<file path="config.mk">
export PLATFORM = sky130hd
export DESIGN_NAME = io_seg7_scan
export DESIGN_NICKNAME = d
export VERILOG_FILES = /design/src/rtl/seg7_pkg.sv /design/src/rtl/seg7_hex_decode.sv /design/src/rtl/io_seg7_scan.sv
export SDC_FILE = /design/constraint.sdc
export NUM_CORES = 1
export LEC_CHECK = 0
export CAP_MARGIN = 10
export CORE_ASPECT_RATIO = 1.5
export CORE_UTILIZATION = 40
export DETAILED_ROUTE_END_ITERATION = 10
export PLACE_DENSITY = 0.74
export SYNTH_ARGS = -nofsm -noshare
export SYNTH_HDL_FRONTEND = slang
export SYNTH_SLANG_ARGS = --single-unit
export TNS_END_PERCENT = 20
</file>
<file path="constraint.sdc">
create_clock -name io_clk -period 6.4 [get_ports io_clk]
set_input_delay 0.64 -clock io_clk [delete_from_list [all_inputs] [get_ports io_clk]]
set_output_delay 0.64 -clock io_clk [all_outputs]
set_load 0.005 [all_outputs]
</file>
<file path="src/rtl/seg7_pkg.sv">
// Shared constants for the seven-segment scanner: blanking patterns,
// the active-low hex segment table and the slot-state encoding.
package seg7_pkg;

  localparam logic [6:0] SEG_OFF = 7'h7F;
  localparam logic [7:0] AN_OFF  = 8'hFF;

  // Active-low, bit order gfedcba; index is the nibble value
  localparam logic [6:0] HEX_SEG [16] = '{
    7'h40, 7'h79, 7'h24, 7'h30, 7'h19, 7'h12, 7'h02, 7'h78,
    7'h00, 7'h10, 7'h08, 7'h03, 7'h46, 7'h21, 7'h06, 7'h0E
  };

  typedef enum logic {
    GHOST = 1'b0,
    DRIVE = 1'b1
  } slot_state_e;

endpackage

</file>
<file path="src/rtl/seg7_hex_decode.sv">
// Combinational nibble to active-low seven-segment pattern lookup.
module seg7_hex_decode
  import seg7_pkg::*;
(
  input  logic [3:0] nibble,
  output logic [6:0] seg
);

  assign seg = HEX_SEG[nibble];

endmodule

</file>
<file path="src/rtl/io_seg7_scan.sv">
// 8-digit common-anode seven-segment scanner with frame-synchronous shadow
// latch and per-slot ghost interval. Define SEG7_BLANK_EN for leading-zero blanking.
//
// state | meaning
// GHOST | start of a digit slot, all anodes off to hide segment switching
// DRIVE | remainder of the slot, current digit anode and segments driven
module io_seg7_scan
  import seg7_pkg::*;
#(
  parameter int DIV_WIDTH = 16,
  parameter int DIV_MAX   = 49999,
  parameter int GHOST_CYC = 2500
) (
  input  logic        io_clk,
  input  logic        reset,
  input  logic [31:0] data_in,
  input  logic [7:0]  dp_in,
  output logic [7:0]  an,
  output logic [6:0]  seg,
  output logic        dp,
  output logic        frame_done
);

  localparam logic [DIV_WIDTH-1:0] DIV_TC    = DIV_WIDTH'(DIV_MAX);
  localparam logic [DIV_WIDTH:0]   GHOST_LIM = (DIV_WIDTH+1)'(GHOST_CYC);

  logic [DIV_WIDTH-1:0] presc;
  logic [DIV_WIDTH:0]   presc_inc;
  logic [2:0]           idx;
  logic [31:0]          shadow_data;
  logic [7:0]           shadow_dp;
  logic                 tick;
  logic                 boundary;
  slot_state_e          slot_state;
  logic [3:0]           nibble;
  logic [6:0]           hex_seg;
  logic                 blank;
  logic [7:0]           an_nxt;
  logic [6:0]           seg_nxt;
  logic                 dp_nxt;

  assign tick      = (presc == DIV_TC);
  assign boundary  = tick && (idx == 3'd7);
  assign presc_inc = {1'b0, presc} + 1'b1;
  assign nibble    = shadow_data[{idx, 2'b00} +: 4];

  seg7_hex_decode u_hex (
    .nibble (nibble),
    .seg    (hex_seg)
  );

`ifdef SEG7_BLANK_EN
  // Blank when this nibble and all higher ones are zero; digit 0 always shows
  assign blank = (idx != 3'd0) && ((shadow_data >> {idx, 2'b00}) == 32'h0);
`else
  assign blank = 1'b0;
`endif

  // p < GHOST_CYC written as p+1 <= GHOST_CYC so GHOST_CYC=0 needs no special case
  always_comb begin
    slot_state = DRIVE;
    if (presc_inc <= GHOST_LIM) slot_state = GHOST;
  end

  always_comb begin
    an_nxt  = AN_OFF;
    seg_nxt = SEG_OFF;
    dp_nxt  = 1'b1;
    if (slot_state == DRIVE) begin
      an_nxt  = ~(8'b1 << idx);
      seg_nxt = blank ? SEG_OFF : hex_seg;
      dp_nxt  = blank | ~shadow_dp[idx];
    end
  end

  always_ff @(posedge io_clk) begin
    if (reset) begin
      presc       <= '0;
      idx         <= 3'd0;
      shadow_data <= 32'h0;
      shadow_dp   <= 8'h0;
      an          <= AN_OFF;
      seg         <= SEG_OFF;
      dp          <= 1'b1;
      frame_done  <= 1'b0;
    end else begin
      presc      <= tick ? '0 : presc_inc[DIV_WIDTH-1:0];
      frame_done <= boundary;
      if (tick) idx <= idx + 3'd1;
      if (boundary) begin
        shadow_data <= data_in;
        shadow_dp   <= dp_in;
      end
      an  <= an_nxt;
      seg <= seg_nxt;
      dp  <= dp_nxt;
    end
  end

endmodule
</file>
# Word-level counts from Yosys, hierarchy flattened
# Memory sizes are Yosys's and may differ from the RTL's. A register that Yosys moved wholly into a read port is not among the register bits.
# Index checks and enable logic that the tools add are counted.
# totals
regBits	69
latch_bits	0
ramBits	0
rom_bits	112
in_bits	42
out_inout_bits	17
n_memories	1
# classes
addsub	2
n_mul	0
div	0
order_cmp	2
eq_ne	2
shift	2
muxes	2
n_bitwise	3
reduce_logical	3
# mem_list
name	depth	width	rd	rd_ports_with_merged_regs	wr	line_no	text
(no name shown)	16	7	1	1	0	seg7_hex_decode.sv:9	assign seg = HEX_SEG[nibble];
# ops
cell	count
$shiftx A32 B6 Y4	1
$add A16 B1 Y17 const B	1
$le A17 B12 Y1 const B	1
$eq A16 B16 Y1 const B	1
$not A8 Y8	1
$shl A1 B3 Y8 const A	1
$not A4 Y5	1
$lt A3 B4 Y1 const B	1
$reduce_or A2 Y1	2
$add A3 B1 Y3 const B	1
$bmux W1 S3	1
$eq A3 B3 Y1 const B	1
$logic_and A1 B1 Y1	1
$mux W1	1
$not A1 Y1	1

# Depth between registers and ports, before layout
# Gate-level depths: netlist of run 1.
# logic_depth
depth_word	3
ltp_mapped	11
mapped_depth_nobuf	10

# By module
# Synthesis of run 1 repeated with hierarchy kept, for this count alone.
# unflattened
hier_cells	445
hier_area_um2	3872.5
# by_module_without_submodules
mod	instances	cells_per_inst	area_each_um2	seq_area_each_um2
io_seg7_scan	1	414	3609.7	1521.5
seg7_hex_decode	1	31	262.8	0.0

# Least setup slack after synthesis of run 1
# Ideal clock, no wire load.
# synth_path
kind	register to register
startpoint	reg idx[0]
endpoint	reg seg[5]
t_arrival_ns	2.291
required_time_ns	6.260
path_slack_ns	3.969
path_stages_with_launch	10
path_buffers	1
period_less_slack_ns	2.431
path_cell_list	dfxtp_1 > buf_2 > mux4_2 > mux2i_1 > inv_1 > ha_1 > nand2_1 > a21oi_1 > a21oi_1 > nand3_2
# synth_between
elab_chain_len	2
# synth_lines
element	line_no	text
start, declared	io_seg7_scan.sv:29	logic [2:0] idx;
start signal, assigned	io_seg7_scan.sv:89	if (tick) idx <= idx + 3'd1;
$shiftx A32 B6 Y4	io_seg7_scan.sv:45	assign nibble = shadow_data[{idx, 2'b00} +: 4];
$not A4 Y5 (not written as such)	seg7_hex_decode.sv:9	
end, declared	io_seg7_scan.sv:19	output logic [6:0] seg,
# Every way passes these cells.
# A chain may end at the register's enable or synchronous reset.

# Final worst setup path of run 1
# layout_path
startpoint	reg presc[0]
endpoint	reg seg[2]
# layout_between
elab_chain_len	3
# layout_lines
element	line_no	text
start, declared	io_seg7_scan.sv:27	logic [DIV_WIDTH-1:0] presc;
start signal, assigned	io_seg7_scan.sv:87	presc <= tick ? '0 : presc_inc[DIV_WIDTH-1:0];
$add A16 B1 Y17	io_seg7_scan.sv:44	assign presc_inc = {1'b0, presc} + 1'b1;
$le A17 B12 Y1	io_seg7_scan.sv:62	if (presc_inc <= GHOST_LIM) slot_state = GHOST;
$reduce_or A2 Y1 (no source line)	-	
# Every way passes these cells.

==> summary.md, run 1 <==
| Metric | Value |
|---|---|
| Status | finished, final reports clean |
| Slowest CP cell | o21ai_2 |
| Share of the synthesized area in the top cell type | 42.6% |
| First-pass GRT wire length | roughly 13000 um |
| Post-synth top area cell | dfxtp_1 |
| Worst reg2reg setup slack | 3.56 ns |
| DR pass1 iterations | 4 |
| Cell count of the worst hold path | 2 |
| Max Cap Viol | 0 |
| Final setup viols | 0 |
| Most frequent cell after synthesis | nand2_1 |
| Row cnt | ~40 |
| P&R area growth vs syn | 25.6% |
| Reg-to-reg endpoint | seg[2] |
| Worst EP required | between 6 and 7 ns |
| GRT Residual Overflow | 0 |
| Post-CTS Setup Inserts | 0 |
| Via/cell ratio | 5.13 |
| Hold Crit Start | shadow_data[25] |
| Max clock buf depth | 2 |
| Nets | 508 |
| R2r startpoint | presc[0] |
| Chip Width | 79.1 um |
| Critical path cell sequence | ha_1 -> nand3_2 -> nor2_1 -> and3_1 -> xnor2_1 -> nor4b_2 -> o21ai_2 -> o2111ai_1 |
| Unrepaired setup endpoints after global routing | false |
| WHS | 0.447 ns |
| Initial Utilization | a little over two fifths |
| DR DRC count | 0 |
| Post-DP HPWL | 5460 um |
| Largest net degree at the start of global routing | 50 |
| Final Hold Viols | 0 |
| Port Buffer Count | between 50 and 60 |
| Share of cells above drive strength 1 | 11.2% |
| Hold-fix buffers, CTS | 0 |
| Sequential share of the synthesized area | between 40% and 50% |
| Seq cells post-synth | 76 |
| DIE AREA | 9310 um^2 |
| Ys async rst share | 0% |
| Final RePlAce weighted congestion | 0.884 |
| Least-Margin Pin Slew | ~0.74 ns |
| Clk slew on worst S/H paths | about 0.060 ns |
| Clk_skew | 0.00572 ns |
| Crit path launch type | register |
| Post-synthesis net count | 460 |
| Register area | 1520 um^2 |
| Syn Area/Cell | 8.84 um^2 |
| Max VDD drop | 130 uV |
| Antenna violations before repair | 0 |
| Die H | 118 um |
| CTS Root Cell | clkbuf_16 |
| Arrival @ worst endpoint | around 3.0 ns |
| Routed Wire Length | 7480 um |
| Worst Hold Path EP | shadow_data[25] |
| IO Pins | 59 |
| Pwr Density | 221 nW/um^2 |
| H-tree depth | 3 |
| Crit share post-route | approximately 44% |
| Util after Layout | between 50% and 60% |
| Hold Path Class | reg2reg |
| Antenna-violating nets left | 0 |
| Slew margin rel. | 50.9% |
| WL/cell | 13.3 um |
| TritonCTS buffer count | 9 |
| Syn. warnings | 0 |
| Setup TNS | 0 ns |
| Pins Over Slew Limit | 0 |
| # fillers | between 800 and 900 |
| Worst-skew pair later-pin latency | 0.33 ns |
| CP peak stage delay | 0.58 ns |
| Most common library cells after synthesis | nand2_1, dfxtp_1, a21oi_1 |
| Maximum fanout along the worst path | 16 |
| Maximum clock frequency | 352 MHz |
| CP top delay family | simple AND/OR/NAND/NOR gates |
| Post-synthesis cell type count | 51 |
| Mapped cell area | 3570 um^2 |
| Crit. End Element | register |
| Iteration-0 DRC Markers | 145 |
| Predominant post-synthesis flop cell | dfxtp_1 |
| # diodes | 0 |
| Via count | 2892 |
| Core Region | 8520 um^2 |
| Static leakage | around 1.6 nW |
| Area occupied by multi-input gates | 1900 um^2 |
| WS Path Type | reg2reg |
| Synth Instances | between 400 and 500 |
| Top post-synthesis cells by area | dfxtp_1, nand2_1, a21oi_1, mux4_2, ha_1 |
| Sink Count | 76 |
| Worst Path Buf+Inv | 0 |
| CTS tree | done |
| Overall Global Routing Usage | 17.7% |
| Post-CTS resize count | 0 |
| Final Critical Period | 2.84 ns |
| Crit path from | presc[0] |
| Number of synthesized flops with an enable pin | 0 |
| Vias in the first global route | 2946 |
| Worst Reg2Reg Path Length in Cells | 8 |
## worst max path at each step
| stage | to | slack (ns) | cells after the start |
|---|---|---|---|
| 2_1_floorplan | seg[5] | 3.97 | 9 |
| 3_3_place_gp | shadow_data[23] | 3.59 | 6 |
| 3_5_place_dp | shadow_data[3] | 3.44 | 6 |
| 4_1_cts | shadow_data[7] | 3.40 | 6 |
| 5_1_grt | shadow_data[5] | 3.27 | 7 |
| 6_report | seg[2] | 3.56 | 8 |
## sequential cells by signal, summed over array words and instances (netlist names)
name	flops
frame_done	1
shadow_data	32
dp	1
seg	7
an	8
presc	16
idx	3
shadow_dp	8
## placed cells by master (no fill, tap or decap), drive strengths merged, types with 7 or more instances in the layout
master / count
clkdlybuf4s50: 58
mux4: 10
xnor2: 8
nand3: 13
nand2: 100
ha: 14
inv: 8
dfxtp: 76
nor2: 26
clkbuf: 10
nand4: 9
xor2: 8
and3: 7
a21oi: 51
## tightest hold or removal path: cells and delay by family (launching register included)
kind	cells	cell delay, ns
simple gates	1	0.05
flops	1	0.30
compound gates	1	0.05
## power by group
group / total, mW / internal, mW / switching (mW)
Sequential: 0.478 / 0.475 / 0.00307
Clock: 0.471 / 0.275 / 0.195
Combinational: 0.0412 / 0.0262 / 0.0150
## kinds of logic (layout without fill, tap and decap cells)
family | Yosys count | after routing | share of synthesized area, %
and+or+nand+nor | 183 | 183 | 25.2
DFF | 76 | 76 | 42.6
AOI/OAI and AO/OA | 66 | 66 | 10.6
buffers and inverters | 32 | 85 | 4.21
muxes | 17 | 17 | 8.38
xor gates and xnor gates | 16 | 16 | 4.14
adders and majority gates | 14 | 14 | 4.91
## stage by stage
step / power, mW / cell area, um^2 / cells / worst slack (ns)
finish: 0.990 / 4480 / 564 / 3.56
global route: 1.03 / 4480 / 564 / 3.27
CTS: 0.997 / 4470 / 563 / 3.40
detailed placement: 0.530 / 4180 / 547 / 3.44
global placement: 0.529 / 4180 / 547 / 3.59
floorplan: 0.501 / 3570 / 404 / 3.97
## layout make-up
cell class / count / area share, %
clock buffers: 10 / 5.33
clock inverters: 6 / 1.06
inverters: 7 / 0.586
multi-input cells: 296 / 42.3
flip-flops and latches: 76 / 33.9
well taps: 107 / 2.99
repair buffers: 62 / 13.8
## layer usage
metal	global-route usage, %	share of wire (%)	vias to the layer above
met5	0	0	-
met1	18.7	40	1352
li1	-	-	1471
met2	32.4	55	55
met3	3.95	3.3	14
met4	7.73	2.2	0
Power figures use the tool's default switching activity.
==> run 2: changes to the inputs <==
--- a/config.mk
+++ b/config.mk
@@ -9,7 +9,7 @@
 export CORE_ASPECT_RATIO = 1.5
 export CORE_UTILIZATION = 40
 export DETAILED_ROUTE_END_ITERATION = 10
-export PLACE_DENSITY = 0.74
+export PLACE_DENSITY = 0.76
 export SYNTH_ARGS = -nofsm -noshare
 export SYNTH_HDL_FRONTEND = slang
 export SYNTH_SLANG_ARGS = --single-unit
==> constraint.sdc (replaced) <==
create_clock -name io_clk -period 2.34 [get_ports io_clk]
set_input_delay 0.234 -clock io_clk [delete_from_list [all_inputs] [get_ports io_clk]]
set_output_delay 0.234 -clock io_clk [all_outputs]
set_load 0.005 [all_outputs]
==> summary.md, run 2 (synthesis results as in run 1) <==
| Metric | Value |
|---|---|
| Status | finished, final reports clean (unchanged) |
| # diodes | 0 (unchanged) |
| Via count | 2954 (was 2892) |
| Largest net degree at the start of global routing | 41 (was 50) |
| Clk_skew | 0.00387 ns (was 0.00572 ns) |
| P&R area growth vs syn | 29.9% (was 25.6%) |
| IO Pins | 59 (unchanged) |
| DR DRC count | 0 (unchanged) |
| Clk slew on worst S/H paths | 0.06 ns (about the same) |
| Antenna violations before repair | 0 (unchanged) |
| Critical path cell sequence | nand3b_1 -> or4b_1 -> o311a_1 -> o22ai_1 -> a21oi_1 -> o21ai_2 -> buf_12 -> o2111ai_1 (was ha_1 -> nand3_2 -> nor2_1 -> and3_1 -> xnor2_1 -> nor4b_2 -> o21ai_2 -> o2111ai_1) |
| GRT Residual Overflow | 0 (unchanged) |
| Worst Path Buf+Inv | 1 (was 0) |
| Chip Width | 79.1 um (unchanged) |
| TritonCTS buffer count | 9 (unchanged) |
| Worst-skew pair later-pin latency | 0.34 ns (was 0.33 ns) |
| DR pass1 iterations | 4 (unchanged) |
| Maximum clock frequency | 453 MHz (was 352 MHz) |
| Post-DP HPWL | 5630 um (was 5460 um) |
| Hold-fix buffers, CTS | 0 (unchanged) |
| Commonest non-fill, non-tap cell in the layout | nand2_1 (unchanged) |
| Biggest register | shadow_data (unchanged) |
| WL/cell | 13.5 um (was 13.3 um) |
| Slowest CP cell | or4b_1 (was o21ai_2) |
| WS Path Type | reg2reg (unchanged) |
| Overall Global Routing Usage | 18.4% (was 17.7%) |
| Crit share post-route | 94.3% (was 44.4%) |
| Max VDD drop | 373 uV (was 130 uV) |
| CTS Root Cell | clkbuf_16 (unchanged) |
| Pins Over Slew Limit | 0 (unchanged) |
| CP top delay family | simple AND/OR/NAND/NOR gates (unchanged) |
| Port Buffer Count | 58 (unchanged) |
| Arrival @ worst endpoint | 2.40 ns (was 3.01 ns) |
| Initial Utilization | 41.9% (unchanged) |
| H-tree depth | 3 (unchanged) |
| Antenna-violating nets left | 0 (unchanged) |
| Row cnt | 41 (unchanged) |
| Least-Margin Pin Slew | 0.471 ns (was 0.736 ns) |
| Most frequent cells in the layout | nand2_1, dfxtp_1, clkdlybuf4s50_1 (unchanged) |
| Final RePlAce weighted congestion | 0.950 (was 0.884) |
| Max clock buf depth | 2 (unchanged) |
| Placed Cells | 560 (was 547) |
| Final setup viols | 0 (unchanged) |
| CTS tree | done (unchanged) |
| Crit. End Element | register (unchanged) |
| Maximum fanout along the worst path | 16 (unchanged) |
| Final Hold Viols | 0 (unchanged) |
| First-pass GRT wire length | 13200 um (was 13000 um) |
| Die H | 118 um (unchanged) |
| Core Region | 8520 um^2 (unchanged) |
| Iteration-0 DRC Markers | 135 (was 145) |
| Max Cap Viol | 0 (unchanged) |
| CP peak stage delay | 0.56 ns (was 0.58 ns) |
| Final cell count without fillers | 577 (was 564) |
| Vias in the first global route | 2842 (was 2946) |
| Worst EP required | 2.53 ns (was 6.57 ns) |
| Sink Count | 76 (unchanged) |
| Share of cells above drive strength 1 | 15.5% (was 11.2%) |
| Routed Wire Length | 7810 um (was 7480 um) |
| Max reg flops | 32 (unchanged) |
| Static leakage | 1.70 nW (was 1.62 nW) |
| Hold Path Class | in2reg (was reg2reg) |
| Via/cell ratio | 5.12 (was 5.13) |
| Total power | 2.67 mW (was 0.990 mW) |
| Slew margin rel. | 68.5% (was 50.9%) |
| Final Critical Period | 2.21 ns (was 2.84 ns) |
| Crit path launch type | register (unchanged) |
| Pwr Density | 575 nW/um^2 (was 221 nW/um^2) |
| DIE AREA | 9310 um^2 (unchanged) |
| Biggest regs | shadow_data: 32 flops, presc: 16 flops (unchanged) |
| Nets | 521 (was 508) |
[run 2: cell count changes in the layout (fill, tap and decap cells not counted), moves of 2 or more]
cell,delta
nor3_1,-2
nor3_2,+2
clkinv_2,+2
buf_12,+3
buf_4,+11
dfxtp_1,-5
dfxtp_2,+5
[run 2: path summary, 6_finish.rpt]
kind / startpoint / slack [ns] / cells after the start / end
setup reg to reg: presc[6] / 0.13 / 8 / seg[2]
hold / removal: data_in[12] / 0.45 / 3 / shadow_data[12]
setup / recovery: presc[6] / 0.13 / 8 / seg[2]
hold reg to reg: shadow_dp[6] / 0.45 / 2 / shadow_dp[6]
[run 2: layer usage]
| metal | GRT usage, % | wire length (um) | up-vias | share of wire, % |
|---|---|---|---|---|
| li1 | - | - | 1502 | - |
| met3 | 5.04 | 299 | 11 | 3.8 |
| met5 | 0 | 0 | - | 0 |
| met2 | 31.9 | 4110 | 77 | 53 |
| met1 | 20.8 | 3240 | 1364 | 41 |
| met4 | 7.50 | 159 | 0 | 2.0 |
[run 2: final cells by class]
| cell class | instances | area (um^2) |
|---|---|---|
| repair buffers | 75 | 746 |
| clock inverters | 6 | 41.3 |
| fillers | 771 | 3880 |
| multi-input cells | 296 | 1930 |
| well taps | 107 | 134 |
| clock buffers | 10 | 229 |
| flip-flops and latches | 76 | 1530 |
| inverters | 7 | 26.3 |
[run 2: repair_timing]
action                                 4_1_cts  5_1_grt
endpoints found under the hold margin        0        0
gates cloned                                 0        0
setup endpoints to repair                    1       14
setup buffers                                0        1
resized for setup                            1       10
pin swaps                                    0        1
[run 2: tightest hold or removal path, stage by stage]
cell	delay (ns)
clkdlybuf4s50_1	0.39
nand2_1	0.06
a21oi_1	0.05
[run 2: report_power, final]
group          switching (mW)  internal [mW]
sequential            0.00846           1.30
combinational          0.0415         0.0734
clock                   0.529          0.716
total                   0.579           2.09
[run 2: per-stage QoR]
step           hold WS, ns  setup WS [ns]  util (%)  area (um^2)  TNS, ns
6_report             0.448          0.132      54.5         4640        0
5_1_grt              0.448        -0.0239      54.5         4640  -0.0239
4_1_cts              0.438         0.0690      54.0         4600        0
3_5_place_dp         0.441         0.0351      50.7         4320        0
3_3_place_gp         0.436          0.116      50.7         4320        0
2_1_floorplan        0.374        -0.0197         -         3570  -0.0394
